File: src/rtl/hazard_scoreboard_if.sv
// Pipeline-side bundle of the hazard scoreboard: stage register numbers and
// write flags in, stall/flush and bypass/forward selects out.
interface hazard_scoreboard_if #(
  parameter int AW    = 5,
  parameter int LAT_W = 4
);
  logic [AW-1:0]    id_rs;
  logic [AW-1:0]    id_rt;
  logic             id_uses_rs;
  logic             id_uses_rt;
  logic             id_reg_write;
  logic [AW-1:0]    id_num_write;
  logic             id_is_long;
  logic [LAT_W-1:0] id_long_lat;
  logic             exe_reg_write;
  logic             exe_is_load;
  logic [AW-1:0]    exe_num_write;
  logic             mem_reg_write;
  logic [AW-1:0]    mem_num_write;
  logic             wb_reg_write;
  logic [AW-1:0]    wb_num_write;

  logic             stall;
  logic             flush;
  logic [1:0]       id_byp_a;
  logic [1:0]       id_byp_b;
  logic [1:0]       exe_fwd_a;
  logic [1:0]       exe_fwd_b;
  logic             long_busy;
  logic             long_wb_valid;
  logic [AW-1:0]    long_num_write;
  logic [1:0]       long_state;

  modport master (
    output id_rs, id_rt, id_uses_rs, id_uses_rt, id_reg_write, id_num_write,
           id_is_long, id_long_lat, exe_reg_write, exe_is_load, exe_num_write,
           mem_reg_write, mem_num_write, wb_reg_write, wb_num_write,
    input  stall, flush, id_byp_a, id_byp_b, exe_fwd_a, exe_fwd_b,
           long_busy, long_wb_valid, long_num_write, long_state
  );

  modport slave (
    input  id_rs, id_rt, id_uses_rs, id_uses_rt, id_reg_write, id_num_write,
           id_is_long, id_long_lat, exe_reg_write, exe_is_load, exe_num_write,
           mem_reg_write, mem_num_write, wb_reg_write, wb_num_write,
    output stall, flush, id_byp_a, id_byp_b, exe_fwd_a, exe_fwd_b,
           long_busy, long_wb_valid, long_num_write, long_state
  );
endinterface

File: src/rtl/hazard_scoreboard.sv
// Unified load-use / long-unit hazard detection, ID bypass and registered EXE
// forwarding for the 5-stage pipeline. HAZ_PERF_CNT_EN adds stall counters.
module hazard_scoreboard #(
  parameter int AW    = 5,
  parameter int LAT_W = 4
) (
  input  logic                 clock,
  input  logic                 reset,
  hazard_scoreboard_if.slave   bus
`ifdef HAZ_PERF_CNT_EN
  ,
  output logic [31:0]          stall_cnt,
  output logic [31:0]          long_stall_cnt
`endif
);

  typedef enum logic [1:0] {
    L_IDLE = 2'd0,
    L_BUSY = 2'd1,
    L_DONE = 2'd2
  } long_state_t;

  long_state_t      state_q, state_d;
  logic [LAT_W-1:0] cnt_q, cnt_d;
  logic [AW-1:0]    dest_q, dest_d;
  logic [1:0]       fwd_a_q, fwd_b_q;

  logic             load_use, long_raw, long_waw, long_struct, long_active;
  logic             stall, issue;
  logic [LAT_W-1:0] lat_eff;
  logic [1:0]       fwd_a_d, fwd_b_d, byp_a, byp_b;

  // Register 0 is hardwired, so it never produces a hazard.
  function automatic logic hit(input logic uses, input logic [AW-1:0] src,
                               input logic [AW-1:0] dst);
    return uses && (src == dst) && (dst != '0);
  endfunction

  // Handshake: stall=1 means the ID instruction is not accepted this cycle;
  // PC and IF/ID hold and ID/EXE receives a bubble (flush mirrors stall).
  always_comb begin
    long_active = (state_q == L_BUSY);
    load_use    = bus.exe_reg_write && bus.exe_is_load &&
                  (hit(bus.id_uses_rs, bus.id_rs, bus.exe_num_write) ||
                   hit(bus.id_uses_rt, bus.id_rt, bus.exe_num_write));
    long_raw    = long_active &&
                  (hit(bus.id_uses_rs, bus.id_rs, dest_q) ||
                   hit(bus.id_uses_rt, bus.id_rt, dest_q));
    long_waw    = long_active && hit(bus.id_reg_write, bus.id_num_write, dest_q);
    long_struct = long_active && bus.id_is_long;
    stall       = load_use || long_raw || long_waw || long_struct;
    issue       = bus.id_is_long && !stall;
    lat_eff     = (bus.id_long_lat == '0) ? LAT_W'(1) : bus.id_long_lat;
  end

  // The issue edge itself counts as the first latency cycle, so BUSY lasts
  // L-1 cycles and the DONE cycle lands exactly L cycles after issue.
  always_comb begin
    state_d = state_q;
    cnt_d   = cnt_q;
    dest_d  = dest_q;
    case (state_q)
      L_IDLE, L_DONE: begin
        if (issue) begin
          dest_d = bus.id_num_write;
          if (lat_eff == LAT_W'(1)) begin
            state_d = L_DONE;
            cnt_d   = '0;
          end else begin
            state_d = L_BUSY;
            cnt_d   = lat_eff - LAT_W'(1);
          end
        end else begin
          state_d = L_IDLE;
          cnt_d   = '0;
        end
      end
      L_BUSY: begin
        if (cnt_q == LAT_W'(1)) begin
          state_d = L_DONE;
          cnt_d   = '0;
        end else begin
          cnt_d = cnt_q - LAT_W'(1);
        end
      end
      default: begin
        state_d = L_IDLE;
        cnt_d   = '0;
      end
    endcase
  end

  always_ff @(posedge clock or negedge reset) begin
    if (!reset) begin
      state_q <= L_IDLE;
      cnt_q   <= '0;
      dest_q  <= '0;
    end else begin
      state_q <= state_d;
      cnt_q   <= cnt_d;
      dest_q  <= dest_d;
    end
  end

  // EXE producer is younger than MEM producer, so it is checked first.
  always_comb begin
    fwd_a_d = 2'b00;
    fwd_b_d = 2'b00;
    if (hit(bus.id_uses_rs, bus.id_rs, bus.exe_num_write) && bus.exe_reg_write)
      fwd_a_d = 2'b01;
    else if (hit(bus.id_uses_rs, bus.id_rs, bus.mem_num_write) && bus.mem_reg_write)
      fwd_a_d = 2'b10;
    if (hit(bus.id_uses_rt, bus.id_rt, bus.exe_num_write) && bus.exe_reg_write)
      fwd_b_d = 2'b01;
    else if (hit(bus.id_uses_rt, bus.id_rt, bus.mem_num_write) && bus.mem_reg_write)
      fwd_b_d = 2'b10;
  end

  always_ff @(posedge clock or negedge reset) begin
    if (!reset) begin
      fwd_a_q <= 2'b00;
      fwd_b_q <= 2'b00;
    end else if (stall) begin
      fwd_a_q <= 2'b00;
      fwd_b_q <= 2'b00;
    end else begin
      fwd_a_q <= fwd_a_d;
      fwd_b_q <= fwd_b_d;
    end
  end

  always_comb begin
    byp_a = 2'b00;
    byp_b = 2'b00;
    if ((state_q == L_DONE) && hit(bus.id_uses_rs, bus.id_rs, dest_q))
      byp_a = 2'b10;
    else if (bus.wb_reg_write && hit(bus.id_uses_rs, bus.id_rs, bus.wb_num_write))
      byp_a = 2'b01;
    if ((state_q == L_DONE) && hit(bus.id_uses_rt, bus.id_rt, dest_q))
      byp_b = 2'b10;
    else if (bus.wb_reg_write && hit(bus.id_uses_rt, bus.id_rt, bus.wb_num_write))
      byp_b = 2'b01;
  end

  assign bus.stall          = stall;
  assign bus.flush          = stall;
  assign bus.id_byp_a       = byp_a;
  assign bus.id_byp_b       = byp_b;
  assign bus.exe_fwd_a      = fwd_a_q;
  assign bus.exe_fwd_b      = fwd_b_q;
  assign bus.long_busy      = (state_q != L_IDLE);
  assign bus.long_wb_valid  = (state_q == L_DONE);
  assign bus.long_num_write = dest_q;
  assign bus.long_state     = state_q;

`ifdef HAZ_PERF_CNT_EN
  always_ff @(posedge clock or negedge reset) begin
    if (!reset) begin
      stall_cnt      <= '0;
      long_stall_cnt <= '0;
    end else begin
      if (stall && (stall_cnt != '1))
        stall_cnt <= stall_cnt + 32'd1;
      if (stall && !load_use && (long_stall_cnt != '1))
        long_stall_cnt <= long_stall_cnt + 32'd1;
    end
  end
`endif

endmodule
File: src/flat_wrapper.sv
// flat-port wrapper written by rule: the top's interface ports become plain ports
module hazard_scoreboard_flat 
#(
  parameter int AW    = 5,
  parameter int LAT_W = 4
)
  (clock, reset, bus_id_rs, bus_id_rt, bus_id_uses_rs, bus_id_uses_rt, bus_id_reg_write, bus_id_num_write, bus_id_is_long, bus_id_long_lat, bus_exe_reg_write, bus_exe_is_load, bus_exe_num_write, bus_mem_reg_write, bus_mem_num_write, bus_wb_reg_write, bus_wb_num_write, bus_stall, bus_flush, bus_id_byp_a, bus_id_byp_b, bus_exe_fwd_a, bus_exe_fwd_b, bus_long_busy, bus_long_wb_valid, bus_long_num_write, bus_long_state);
  hazard_scoreboard_if #(.AW(AW), .LAT_W(LAT_W)) bus_i ();
  input  logic clock;
  input  logic reset;
  input wire logic [$bits(bus_i.id_rs)-1:0] bus_id_rs;
  input wire logic [$bits(bus_i.id_rt)-1:0] bus_id_rt;
  input wire logic [$bits(bus_i.id_uses_rs)-1:0] bus_id_uses_rs;
  input wire logic [$bits(bus_i.id_uses_rt)-1:0] bus_id_uses_rt;
  input wire logic [$bits(bus_i.id_reg_write)-1:0] bus_id_reg_write;
  input wire logic [$bits(bus_i.id_num_write)-1:0] bus_id_num_write;
  input wire logic [$bits(bus_i.id_is_long)-1:0] bus_id_is_long;
  input wire logic [$bits(bus_i.id_long_lat)-1:0] bus_id_long_lat;
  input wire logic [$bits(bus_i.exe_reg_write)-1:0] bus_exe_reg_write;
  input wire logic [$bits(bus_i.exe_is_load)-1:0] bus_exe_is_load;
  input wire logic [$bits(bus_i.exe_num_write)-1:0] bus_exe_num_write;
  input wire logic [$bits(bus_i.mem_reg_write)-1:0] bus_mem_reg_write;
  input wire logic [$bits(bus_i.mem_num_write)-1:0] bus_mem_num_write;
  input wire logic [$bits(bus_i.wb_reg_write)-1:0] bus_wb_reg_write;
  input wire logic [$bits(bus_i.wb_num_write)-1:0] bus_wb_num_write;
  output wire logic [$bits(bus_i.stall)-1:0] bus_stall;
  output wire logic [$bits(bus_i.flush)-1:0] bus_flush;
  output wire logic [$bits(bus_i.id_byp_a)-1:0] bus_id_byp_a;
  output wire logic [$bits(bus_i.id_byp_b)-1:0] bus_id_byp_b;
  output wire logic [$bits(bus_i.exe_fwd_a)-1:0] bus_exe_fwd_a;
  output wire logic [$bits(bus_i.exe_fwd_b)-1:0] bus_exe_fwd_b;
  output wire logic [$bits(bus_i.long_busy)-1:0] bus_long_busy;
  output wire logic [$bits(bus_i.long_wb_valid)-1:0] bus_long_wb_valid;
  output wire logic [$bits(bus_i.long_num_write)-1:0] bus_long_num_write;
  output wire logic [$bits(bus_i.long_state)-1:0] bus_long_state;
  assign bus_i.id_rs = bus_id_rs;
  assign bus_i.id_rt = bus_id_rt;
  assign bus_i.id_uses_rs = bus_id_uses_rs;
  assign bus_i.id_uses_rt = bus_id_uses_rt;
  assign bus_i.id_reg_write = bus_id_reg_write;
  assign bus_i.id_num_write = bus_id_num_write;
  assign bus_i.id_is_long = bus_id_is_long;
  assign bus_i.id_long_lat = bus_id_long_lat;
  assign bus_i.exe_reg_write = bus_exe_reg_write;
  assign bus_i.exe_is_load = bus_exe_is_load;
  assign bus_i.exe_num_write = bus_exe_num_write;
  assign bus_i.mem_reg_write = bus_mem_reg_write;
  assign bus_i.mem_num_write = bus_mem_num_write;
  assign bus_i.wb_reg_write = bus_wb_reg_write;
  assign bus_i.wb_num_write = bus_wb_num_write;
  assign bus_stall = bus_i.stall;
  assign bus_flush = bus_i.flush;
  assign bus_id_byp_a = bus_i.id_byp_a;
  assign bus_id_byp_b = bus_i.id_byp_b;
  assign bus_exe_fwd_a = bus_i.exe_fwd_a;
  assign bus_exe_fwd_b = bus_i.exe_fwd_b;
  assign bus_long_busy = bus_i.long_busy;
  assign bus_long_wb_valid = bus_i.long_wb_valid;
  assign bus_long_num_write = bus_i.long_num_write;
  assign bus_long_state = bus_i.long_state;
  hazard_scoreboard #(.AW(AW), .LAT_W(LAT_W)) u_core (.clock(clock), .reset(reset), .bus(bus_i));
endmodule
File: config.mk
export PLATFORM = sky130hd
export DESIGN_NAME = hazard_scoreboard_flat
export DESIGN_NICKNAME = d
export VERILOG_FILES = /design/src/rtl/hazard_scoreboard_if.sv /design/src/rtl/hazard_scoreboard.sv /design/src/flat_wrapper.sv
export SDC_FILE = /design/constraint.sdc
export NUM_CORES = 1
export LEC_CHECK = 0
export CORE_MARGIN = 2
export CORE_UTILIZATION = 44
export CTS_CLUSTER_SIZE = 12
export DETAILED_ROUTE_END_ITERATION = 7
export PLACE_DENSITY = 0.86
export SLEW_MARGIN = 20
export SYNTH_ARGS = -nofsm -noshare
export SYNTH_HDL_FRONTEND = slang
export SYNTH_SLANG_ARGS = --single-unit
File: constraint.sdc
create_clock -name clock -period 5.14 [get_ports clock]
set_input_delay 0.771 -clock clock [delete_from_list [all_inputs] [get_ports clock]]
set_output_delay 0.771 -clock clock [all_outputs]
set_load 0.05 [all_outputs]
=== Yosys cells after proc, flatten, opt, wreduce, memory -nomap -nowiden ===
Cells that the tools add are included.

* $add $sub $neg: 2
* $mul: 0
* Divide/modulo/power cells: 0
* $lt $le $gt $ge: 0
* Eq/ne operators: 14
* Shifts and indexed selects: 0
* Mux-type cells: 19
* Bitwise logic cells: 0
* Reductions and logical operators: 47

{| class="wikitable"
|+ Operator list
! kind !! count
|-
| $eq 5x5->1 || 9
|-
| $logic_and 1x1->1 || 32
|-
| $mux 2 || 11
|-
| $reduce_bool 5->1 || 4
|-
| $mux 4 || 4
|-
| $eq 4x1->1 const B || 2
|-
| $pmux 4 s2 || 1
|-
| $sub 4x1->4 const B || 2
|-
| $logic_or 1x1->1 || 5
|-
| $logic_not 4->1 || 1
|-
| $pmux 2 s2 || 1
|-
| $eq 2x1->1 const B || 1
|-
| $eq 2x2->1 const B || 1
|-
| $logic_not 2->1 || 1
|-
| $mux 1 || 2
|-
| $ne 2x2->1 const B || 1
|-
| $reduce_and 2->1 || 1
|-
| $reduce_bool 2->1 || 1
|-
| $reduce_or 2->1 || 1
|-
| $logic_not 1->1 || 1
|}

* Flip-flop bits (word level): 15
* Bits in latches: 0
* Memory bits (writable): 0
* ROM bits: 0
* Bits of input ports: 44
* Output and inout bits: 19
* Memories: 0

=== Logic depth before layout (Yosys ltp) ===
Gate-level depths: netlist of the first run.

* Depth after elaboration: 12
* Mapped depth: 8
* Mapped depth without buffers: 8

=== Worst setup path before layout of the first run ===
Ideal clock, no wire load.

* Kind: reg-to-output
* Start: register u_core.dest_q[1], in the netlist u_core.bus.long_num_write[1]
* End: output bus_id_byp_b[0]
* Arrival: 3.333 ns
* Data required time: 4.369 ns
* Path slack: 1.036 ns
* Cell stages (with the launch flop): 5
* Path buffers: 0
* Path through: dfrtp_1 > or4_1 > nor2_2 > nor4_1 > nor3_1

* Longest elaborated chain between the ends: 5
* Elaborated cells between the ends (all ways): 6
* Those cells by class: eq/ne (1); mux (1); reduce/logical (4)

{| class="wikitable"
|+ RTL lines
! what !! RTL line !! source
|-
| start: declaration || hazard_scoreboard.sv:25 || <nowiki>logic [AW-1:0] dest_q, dest_d;</nowiki>
|-
| start signal: assignment || hazard_scoreboard.sv:101 || <nowiki>dest_q <= dest_d;</nowiki>
|-
| $eq 5x5->1 || hazard_scoreboard.sv:36 || <nowiki>return uses && (src == dst) && (dst != '0);</nowiki>
|-
| $logic_and 1x1->1 || hazard_scoreboard.sv:36 ||
|-
| $logic_and 1x1->1 (*) || hazard_scoreboard.sv:36 ||
|-
| $logic_and 1x1->1 (*) || hazard_scoreboard.sv:139 || <nowiki>if ((state_q == L_DONE) && hit(bus.id_uses_rt, bus.id_rt, dest_q))</nowiki>
|-
| $mux 2 (*) || hazard_scoreboard.sv:139 ||
|-
| end: declaration || flat_wrapper.sv:29 || <nowiki>output wire logic [$bits(bus_i.id_byp_b)-1:0] bus_id_byp_b;</nowiki>
|}

Every way passes the cells marked *; elsewhere a longest branch is shown, timed or not.

=== Final worst setup path of the first run ===
* Start: input bus_id_rs[3]
* End: output bus_stall

* Longest elaborated chain between the ends: 8
* Elaborated cells between the ends (all ways): 13
* Those cells by class: eq/ne (2); reduce/logical (11)

{| class="wikitable"
|+ RTL lines
! what !! RTL line !! source
|-
| start: declaration || flat_wrapper.sv:11 || <nowiki>input wire logic [$bits(bus_i.id_rs)-1:0] bus_id_rs;</nowiki>
|-
| $eq 5x5->1 || hazard_scoreboard.sv:36 ||
|-
| $logic_and 1x1->1 (2 in series) || hazard_scoreboard.sv:36 ||
|-
| $logic_or 1x1->1, on equally long branches || hazard_scoreboard.sv:44, hazard_scoreboard.sv:47 ||
|-
| $logic_and 1x1->1, on equally long branches || hazard_scoreboard.sv:43, hazard_scoreboard.sv:46 ||
|-
| $logic_or 1x1->1 (*) (3 in series) || hazard_scoreboard.sv:51 || <nowiki>stall = load_use || long_raw || long_waw || long_struct;</nowiki>
|-
| end: declaration || flat_wrapper.sv:26 || <nowiki>output wire logic [$bits(bus_i.stall)-1:0] bus_stall;</nowiki>
|}

Marked as above.

==> impl_results.md, run 1 <==
* CTS clk-pin slew, worst paths at 0.08 ns
* Clock latency reported for the late side of the worst-skew pair at 0.27 ns
* DIE AREA at 3442 µm²
* Core ar. at 2805 µm²
* # nets final at 257
* Seq cells post-synth at 15
* CTS max path bufs at 2
* Status: complete, but fails checks
* Syn Area/Cell at 9.132 µm²
* Power density over cell area at 398.6 nW/µm²
* CP Data Arrival Time at 3.15 ns
* Core Rows at 19
* Starting DRC count in detailed routing at 74
* CP required at 4.37 ns
* CP peak stage delay at 0.86 ns
* Critical Path Source Type: input pin
* Most common cell after layout, fill and taps aside: clkdlybuf4s50_1
* Syn nets at 192
* CTS tree: built
* RePlAce Congestion at 0.8858
* Layout cells sized above 1 at 6.731%
* Clock Sink Count at 15
* GRT Resource Usage Total at 23.39%
* Utilization after layout at 70.87%
* Synth unique cells at 29
* P&R area growth vs syn at 51.19%
* Crit path capture type: output port
* Syn. warnings at 0
* CP max FO at 6
* Design Power at 0.0007925 W
* Pleak at 0.7806 nW
* Number of buffers created by CTS at 3
* CP most frequent cell: clkdlybuf4s50_1
* Combinational power share at 63.7%
* Peak Freq at 254.7 MHz
* Initial antenna violation count at 0
* RSZ-0062 raised after global routing: false
* Setup CP Type: in -> out
* Cell Area, Synth at 1315 µm²
* Failing checks: design-rule violations
* Max Cap Violations at 0
* Clk pwr share at 7.9%
* Vias in the first global route at 1381
* Die height at 58.67 µm
* Slew @ Worst Pin at 0.6309 ns
* Pin count of the biggest net entering global routing at 16
* Mean number of vias per cell at 5.623
* Crit-path leading delay family: buffers and inverters
* VDD IR-drop max at 0.3148 mV
* Clock skew at 0.001681 ns
* Slew Viols, Final at 0
* Slack of the critical path at 1.214 ns
* Critical path's slowest cell: clkdlybuf4s50_1
* PortBufs at 62
* Global-route wire length before repair at 6.196 mm
* DRT antenna net count at 0
* DRC errors left at 9
* Die Width at 58.67 µm
* Seq pwr share at 28.5%
* Max H-tree Level at 1
* Most frequent cells in the layout: clkdlybuf4s50_1, xor2_1, xnor2_1, dfrtp_1, nor3_1
* Net Sw Power at 0.0003860 W
* Final Hold Vio Count at 0
* DR WL/cell at 16.46 µm
* Setup_tns at 0 ns
* Crit path cell chain: clkdlybuf4s50_1 -> xor2_1 -> nor4_1 -> and4_1 -> o211ai_2 -> o21ai_2 -> clkdlybuf4s50_1
* Crit path time final at 3.926 ns
* Hpwl dp at 3.224 mm
* N_diodes at 0
* Min-delay worst type: reg -> reg
* Buf+Inv Stages, Crit Path at 2
* Int Power at 0.0004065 W
* Drt pass-1 iters at 6
* Total wire length after detailed routing at 3.933 mm
* Starting Density at 46.88%
* Post-route clock period utilization at 76.38%
* Post CTS Setup Buffer Count at 0
* Sequential element share of the synthesized area at 28.54%
* Place WS at 1.221 ns
* Gr ovfl total at 0
* Slew headroom at 57.81%
* Post-Syn Instances at 144
* Count of hold-fix buffers inserted at cts at 0
* Io pins at 63
* # setup viols final at 0
* Sw frac at 48.70%
* Total number of vias at 1344
* Resized cells post-CTS at 0
* Root Driver: clkbuf_4
cell families after synthesis:
group           share of synthesized area [%]
flops                                   28.54
mux                                     4.281
compound gates                          6.660
xor+xnor                                31.30
fa+ha+maj                               3.806
simple gates                            22.17
buf+inv                                 3.235
registers in the layout, summed over array words and instances, names as in the netlist:
name / cells
u_core.bus.exe_fwd_a: 2
u_core.bus.long_num_write: 5
u_core.bus.exe_fwd_b: 2
u_core.bus.long_state: 2
u_core.cnt_q: 4
worst paths after layout:
check / from / endpoint / slack, ns / depth (start not counted)
max in group asynchronous: reset / u_core.bus.exe_fwd_b[0] / 3.85 / 1
worst max register to register: u_core.bus.long_num_write[1] / u_core.bus.exe_fwd_a[1] / 3.01 / 6
worst min register to register: u_core.cnt_q[0] / u_core.cnt_q[0] / 0.55 / 1
worst max-delay path: bus_id_rs[3] / bus_stall / 1.21 / 7
worst min-delay path: u_core.cnt_q[0] / u_core.cnt_q[0] / 0.55 / 1
min in group asynchronous: reset / u_core.cnt_q[2] / 0.89 / 1
layer usage:
| metal | vias to the layer above | track usage, % | part of all wire (%) |
|---|---|---|---|
| li1 | 642 | - | - |
| met3 | 6 | 2.198 | 9.6 |
| met1 | 633 | 26.84 | 38 |
| met5 | - | 0 | 0 |
| met2 | 63 | 44.94 | 50 |
| met4 | 0 | 7.792 | 1.6 |
synthesized netlist by cell type, drive strengths merged:
library cell	n	area (µm²)
a21o	1	7.510
a21oi	1	5.000
and4	2	17.52
buf	2	12.51
dfrtp	15	375.4
ha	4	50.05
inv	8	30.03
mux2	5	56.30
nand2	5	18.77
nand2b	3	18.77
nand3	2	10.01
nand3b	1	7.510
nand4	5	31.28
nor2	5	21.27
nor2b	2	12.51
nor3	10	50.05
nor4	10	68.81
o211ai	1	12.51
o21ai	4	23.77
o22ai	5	31.28
o31ai	1	7.510
or2	2	12.51
or4	3	22.52
xnor2	21	183.9
xor2	26	227.7
layout make-up:
class                           count  area [µm²]
Fill cell                         252       817.0
Clock buffer                        4       26.28
Timing Repair Buffer               62       620.6
Sequential cell                    15       375.4
Inverter                            8       30.03
Tap cell                           31       38.79
Multi-Input combinational cell    119       897.1
worst register-to-register path, stage by stage (launching register included):
cell and delay, ns:
dfrtp_1 0.47, or4_1 0.57, nor2_2 0.20, nor4_1 0.10
nor4_2 0.34, o21ai_2 0.14, nor3_1 0.22
power groups by stage:
stage / sequential, W / combinational (W) / clock, W
after floorplan: 0.000308 / 0.000247 / 0
after global routing: 0.000233 / 0.000535 / 0.0000706
after CTS: 0.000224 / 0.000508 / 0.0000641
after detailed placement: 0.000227 / 0.000505 / 0
after global placement: 0.000223 / 0.000493 / 0
final: 0.000225 / 0.000505 / 0.0000624
through the flow:
stage               instance area (µm²)  hold slack (ns)  std cells
floorplan                          1315           0.4754        144
global placement                   1962           0.5018        235
detailed placement                 1962           0.5427        235
CTS                                1988           0.5555        239
global route                       1988           0.5835        239
finish                             1988           0.5543        239
Note: power is estimated with default switching activity, not from simulation.
==> inputs of run 2 (changes only) <==
Settings changed: CORE_UTILIZATION 44 to 41, PLACE_DENSITY 0.86 to 0.81.
Clock period 5.14 ns to 3.9 ns, I/O delays scaled along.
==> run 2 against run 1 <==
Net effect:
- the flow now finishes without violations
- via count down 0.22%
- setup slack worse by 0.84 ns
- first-iteration DRC count down 30%
- cell area up 1.2%
- hold slack worse by 0.030 ns
- cell count up 5.4%
- highest routed layer unchanged
- flip-flop and latch count unchanged
==> impl_results.md, run 2 (synthesis results as in run 1) <==
* Max FFs per register at 5
* Crit-path leading delay family: buffers and inverters
* Number of buffers created by CTS at 3
* DRT antenna net count at 0
* # fillers at 279
* N_diodes at 0
* Global-route wire length before repair at 6.106 mm
* Resized cells post-CTS at 0
* Core ar. at 3053 µm²
* Most common cell after layout, fill and taps aside: clkdlybuf4s50_1
* Pin count of the biggest net entering global routing at 16
* Clock latency reported for the late side of the worst-skew pair at 0.28 ns
* CP peak stage delay at 0.85 ns
* Io pins at 63
* GRT Resource Usage Total at 22.34%
* Layout cells sized above 1 at 7.692%
* Hpwl dp at 3.238 mm
* Critical Path Source Type: input pin
* CP Data Arrival Time at 2.94 ns
* # nets final at 257
* Critical path's slowest cell: clkdlybuf4s50_1
* Total wire length after detailed routing at 3.752 mm
* Clock skew at 0.004061 ns
* Slew Viols, Final at 0
* RSZ-0062 raised after global routing: false
* RePlAce Congestion at 0.9217
* Count of hold-fix buffers inserted at cts at 0
* Status: complete, no violations
* Setup CP Type: in -> out
* Root Driver: clkbuf_4
* CTS tree: built
* Clock Sink Count at 15
* Post CTS Setup Buffer Count at 0
* Gr ovfl total at 0
* Utilization after layout at 65.90%
* CP max FO at 6
* Final Hold Vio Count at 0
* Crit path time final at 3.521 ns
* CTS max path bufs at 2
* Buf+Inv Stages, Crit Path at 2
* Starting Density at 43.07%
* CP most frequent cell: clkdlybuf4s50_1
* Drt pass-1 iters at 4
* Max Cap Violations at 0
* CTS clk-pin slew, worst paths at 0.09 ns
* Pleak at 0.7835 nW
* Vias in the first global route at 1320
* CP required at 3.31 ns
* Starting DRC count in detailed routing at 52
* Die height at 60.64 µm
* Internal reg-to-reg setup slack at 1.81 ns
* Max H-tree Level at 1
* PortBufs at 62
* Slew @ Worst Pin at 0.6647 ns
* Setup_tns at 0 ns
* Mean number of vias per cell at 5.321
* Crit path capture type: output port
* Min-delay worst type: reg -> reg
* DRC errors left at 0
* DR WL/cell at 14.89 µm
* Core Rows at 20
* Die Width at 60.64 µm
* VDD IR-drop max at 0.3439 mV
* Crit path cell chain: clkdlybuf4s50_1 -> xor2_1 -> nor4_1 -> and4_1 -> o211ai_2 -> o21ai_2 -> clkdlybuf4s50_1
* Most frequent cells in the layout: clkdlybuf4s50_1, xor2_1, xnor2_1, dfrtp_1, nor3_1
* # setup viols final at 0
* Peak Freq at 284.0 MHz
* Power density over cell area at 521.6 nW/µm²
* Slew headroom at 55.55%
* Total number of vias at 1341
* Initial antenna violation count at 0
* P&R area growth vs syn at 53.00%
* Post-route clock period utilization at 90.29%
* DIE AREA at 3677 µm²
==> run 2: changes by cell type in the layout (fill, tap and decap cells not counted) <==
cell,previous run,this run
clkbuf_1,1,0
clkinv_2,0,1
nor4_1,9,8
nor4_2,1,2
==> run 2: final timing paths <==
check,endpoint,depth (start not counted),startpoint
worst min register to register,u_core.cnt_q[0],1,u_core.cnt_q[0]
worst max register to register,u_core.bus.exe_fwd_b[1],6,u_core.bus.long_num_write[1]
worst max-delay path,bus_flush,7,bus_id_rs[1]
min in group asynchronous,u_core.bus.exe_fwd_a[0],1,reset
worst min-delay path,u_core.cnt_q[0],1,u_core.cnt_q[0]
max in group asynchronous,u_core.bus.long_num_write[4],1,reset
==> run 2: power breakdown <==
group	internal [W]	leakage (nW)	switching (W)
clock network	0.0000381	0.0177	0.0000507
logic	0.000286	0.576	0.000380
registers	0.000210	0.190	0.0000849
total	0.000534	0.784	0.000516
==> run 2: worst register-to-register path, delay by kind of cell, from the launching register on <==
| kind | cells | cell delay (ns) |
|---|---|---|
| flip-flops | 1 | 0.48 |
| AO/OA/AOI/OAI | 1 | 0.14 |
| AND/OR/NAND/NOR | 5 | 1.40 |
==> run 2: area by class of cell <==
cell class,count,area [µm²],share of cell area (%)
well taps,44,55.05,2.736
inverters,8,30.03,1.493
clock inverters,1,5.005,0.2488
flip-flops and latches,15,375.4,18.66
multi-input cells,119,903.4,44.90
clock buffers,3,22.52,1.119
repair buffers,62,620.6,30.85
==> run 2: routing by layer <==
layer / wire length, µm / part of all wire (%) / GRT usage [%] / up-vias
met4: 37 / 0.99 / 4.969 / 0
met1: 1611 / 43 / 28.01 / 653
met3: 220 / 5.9 / 5.757 / 4
li1: - / - / - / 640
met2: 1882 / 50 / 38.71 / 44
met5: 0 / 0 / 0 / -
==> run 2: metrics by stage <==
stage          hold slack (ns)  total power, W  std cells  worst slack (ns)  area (µm²)
6_report                0.5242        0.001049        252            0.3785        2012
2_1_floorplan           0.2894       0.0007332        144           0.01826        1321
5_1_grt                 0.5609        0.001119        252            0.2440        2012
3_3_place_gp            0.4987       0.0009452        248            0.4284        1984
4_1_cts                 0.5245        0.001055        252            0.3882        2012
3_5_place_dp            0.5103       0.0009641        248            0.3919        1984
==> inputs of run 3 (changes only) <==
Settings changed: CELL_PAD_IN_SITES_DETAIL_PLACEMENT from default to 1, CELL_PAD_IN_SITES_GLOBAL_PLACEMENT from default to 2, CORE_UTILIZATION 41 to 23, PLACE_DENSITY 0.81 to default, PLACE_DENSITY_LB_ADDON from default to 0.1, RECOVER_POWER from default to 100.
==> run 3 against run 2 <==
Net effect:
- sequential share of layout area is 0.42 points lower
- register-to-register slack got worse by 0.06 ns
- first-iteration DRC count decreased by 71%
- sequential power rose by 2%
- cell count increased by 11%
- largest power group unchanged
- wire length increased by 26%
- highest routed layer unchanged
- utilization down 29 points
- hold slack improved by 0.032 ns
==> impl_results.md, run 3 (synthesis results as in run 1) <==
* Setup CP Type: in -> out
* Clock latency reported for the late side of the worst-skew pair at 0.24 ns
* Max Cap Violations at 0
* Hpwl dp at 3.917 mm
* Min-delay src: u_core.cnt_q[0]
* Slew @ Worst Pin at 0.6783 ns
* P&R area growth vs syn at 56.52%
* Initial antenna violation count at 0
* Die height at 79.62 µm
* Global-route wire length before repair at 7.714 mm
* Net Sw Power at 0.0005220 W
* CP max FO at 6
* Total wire length after detailed routing at 4.725 mm
* Io pins at 63
* Final Hold Vio Count at 0
* Crit path time final at 3.695 ns
* # fillers at 637
* Pleak at 0.8212 nW
* Clock Sink Count at 15
* Sw frac at 48.83%
* Resized cells post-CTS at 0
* PortBufs at 62
* Count of hold-fix buffers inserted at cts at 0
* Max FFs per register at 5
* Utilization after layout at 37.38%
* CP required at 3.31 ns
* Most frequent cells in the layout: clkdlybuf4s50_1, xor2_1, xnor2_1, dlygate4sd3_1, dfrtp_1
* DIE AREA at 6339 µm²
* Worst reg2reg endpoint: u_core.bus.exe_fwd_a[1]
* CTS tree: built
* Int Power at 0.0005469 W
* Mean number of vias per cell at 4.732
* Core Rows at 27
* Vias in the first global route at 1518
* Post CTS Setup Buffer Count at 0
* Min-delay worst type: reg -> reg
* Crit path capture type: output port
* Die Width at 79.62 µm
* Reg2reg start: u_core.bus.long_num_write[1]
* Seq pwr share at 28.1%
* Post-route clock period utilization at 94.73%
* Core ar. at 5507 µm²
* Root Driver: clkbuf_8
* # setup viols final at 0
* Starting Density at 23.88%
* Pin count of the biggest net entering global routing at 16
* DRC errors left at 0
* Clock skew at 0.003311 ns
* GRT Resource Usage Total at 15.93%
* Gr ovfl total at 0
* Worst Hold End: u_core.cnt_q[0]
* Post-route insts no fill at 280
* Status: complete, no violations
* DRT antenna net count at 0
* Slew Viols, Final at 0
* CTS clk-pin slew, worst paths at 0.06 ns
* Total number of vias at 1325
* Dpl cells at 276
* VDD IR-drop max at 0.2999 mV
* Slew headroom at 54.63%
* Layout cells sized above 1 at 7.212%
* Power density over cell area at 519.3 nW/µm²
* RSZ-0062 raised after global routing: false
* Starting DRC count in detailed routing at 15
* CP Data Arrival Time at 3.11 ns
* CTS max path bufs at 2
* Critical Path Source Type: input pin
* Max H-tree Level at 1
* Most common cell after layout, fill and taps aside: clkdlybuf4s50_1
* Setup_tns at 0 ns
* R2R cell count at 6
* Combinational power share at 60.6%
* Worst hold stages at 1
* RePlAce Congestion at 0.7813
* Internal reg-to-reg setup slack at 1.75 ns
* N_diodes at 0
* Clk pwr share at 11.4%
* # nets final at 257
* DR WL/cell at 16.88 µm
* Peak Freq at 270.7 MHz
* Number of buffers created by CTS at 3
* Drt pass-1 iters at 4
-- run 3: cell types whose count changed in the layout (fill, tap and decap cells not counted), sizes merged --
cell / change
clkdlybuf4s50: -20
clkinv: -1
dlygate4sd3: +19
clkbuf: +2
-- run 3: through the flow --
step	worst slack (ns)	hold slack, ns	power [W]	area (µm²)
floorplan	0.01826	0.2894	0.0007332	1321
global placement	0.2730	0.5003	0.0009647	2017
detailed placement	0.2512	0.5536	0.0009813	2017
CTS	0.2355	0.5596	0.001110	2062
global route	0.06967	0.6085	0.001151	2058
finish	0.2055	0.5564	0.001069	2058
-- run 3: worst max-delay path by stage --
stage                                  from  depth (start not counted)  slack (ns)               to
2_1_floorplan  u_core.bus.long_num_write[1]                          4        0.02  bus_id_byp_a[0]
6_report                       bus_id_rs[3]                          7        0.21        bus_stall
4_1_cts                        bus_id_rs[3]                          7        0.24        bus_stall
3_3_place_gp                   bus_id_rs[3]                          7        0.27        bus_stall
3_5_place_dp                   bus_id_rs[3]                          7        0.25        bus_stall
5_1_grt                        bus_id_rs[3]                          7        0.07        bus_stall
-- run 3: worst max-delay path, cell delays in order --
cell	delay, ns
dlygate4sd3_1	0.68
xor2_1	0.19
nor4_1	0.27
and4_1	0.28
o211ai_2	0.11
o21ai_2	0.13
clkdlybuf4s50_1	0.86
-- run 3: cell type report --
cell class / count / area, µm² / share of cell area (%)
tap: 72 / 90.09 / 4.377
multi-input combinational: 119 / 903.4 / 43.89
inverter: 8 / 30.03 / 1.459
timing repair buffer: 62 / 614.3 / 29.85
sequential: 15 / 375.4 / 18.24
clock buffer: 4 / 45.04 / 2.188
-- run 3: power by group through the flow --
stage | clock network [W] | registers [W] | logic, W
after detailed placement | 0 | 0.000306 | 0.000675
after floorplan | 0 | 0.000406 | 0.000328
after CTS | 0.000127 | 0.000303 | 0.000679
after global routing | 0.000137 | 0.000313 | 0.000701
final | 0.000121 | 0.000300 | 0.000648
after global placement | 0 | 0.000302 | 0.000663
-- run 3: metal layers --
metal | routed length (µm) | part of all wire (%) | global-route usage [%] | vias up
met5 | 0 | 0 | 0 | -
met4 | 81 | 1.7 | 5.000 | 0
met3 | 259 | 5.5 | 2.602 | 7
met2 | 2464 | 52 | 30.42 | 41
met1 | 1919 | 41 | 17.75 | 635
li1 | - | - | - | 642
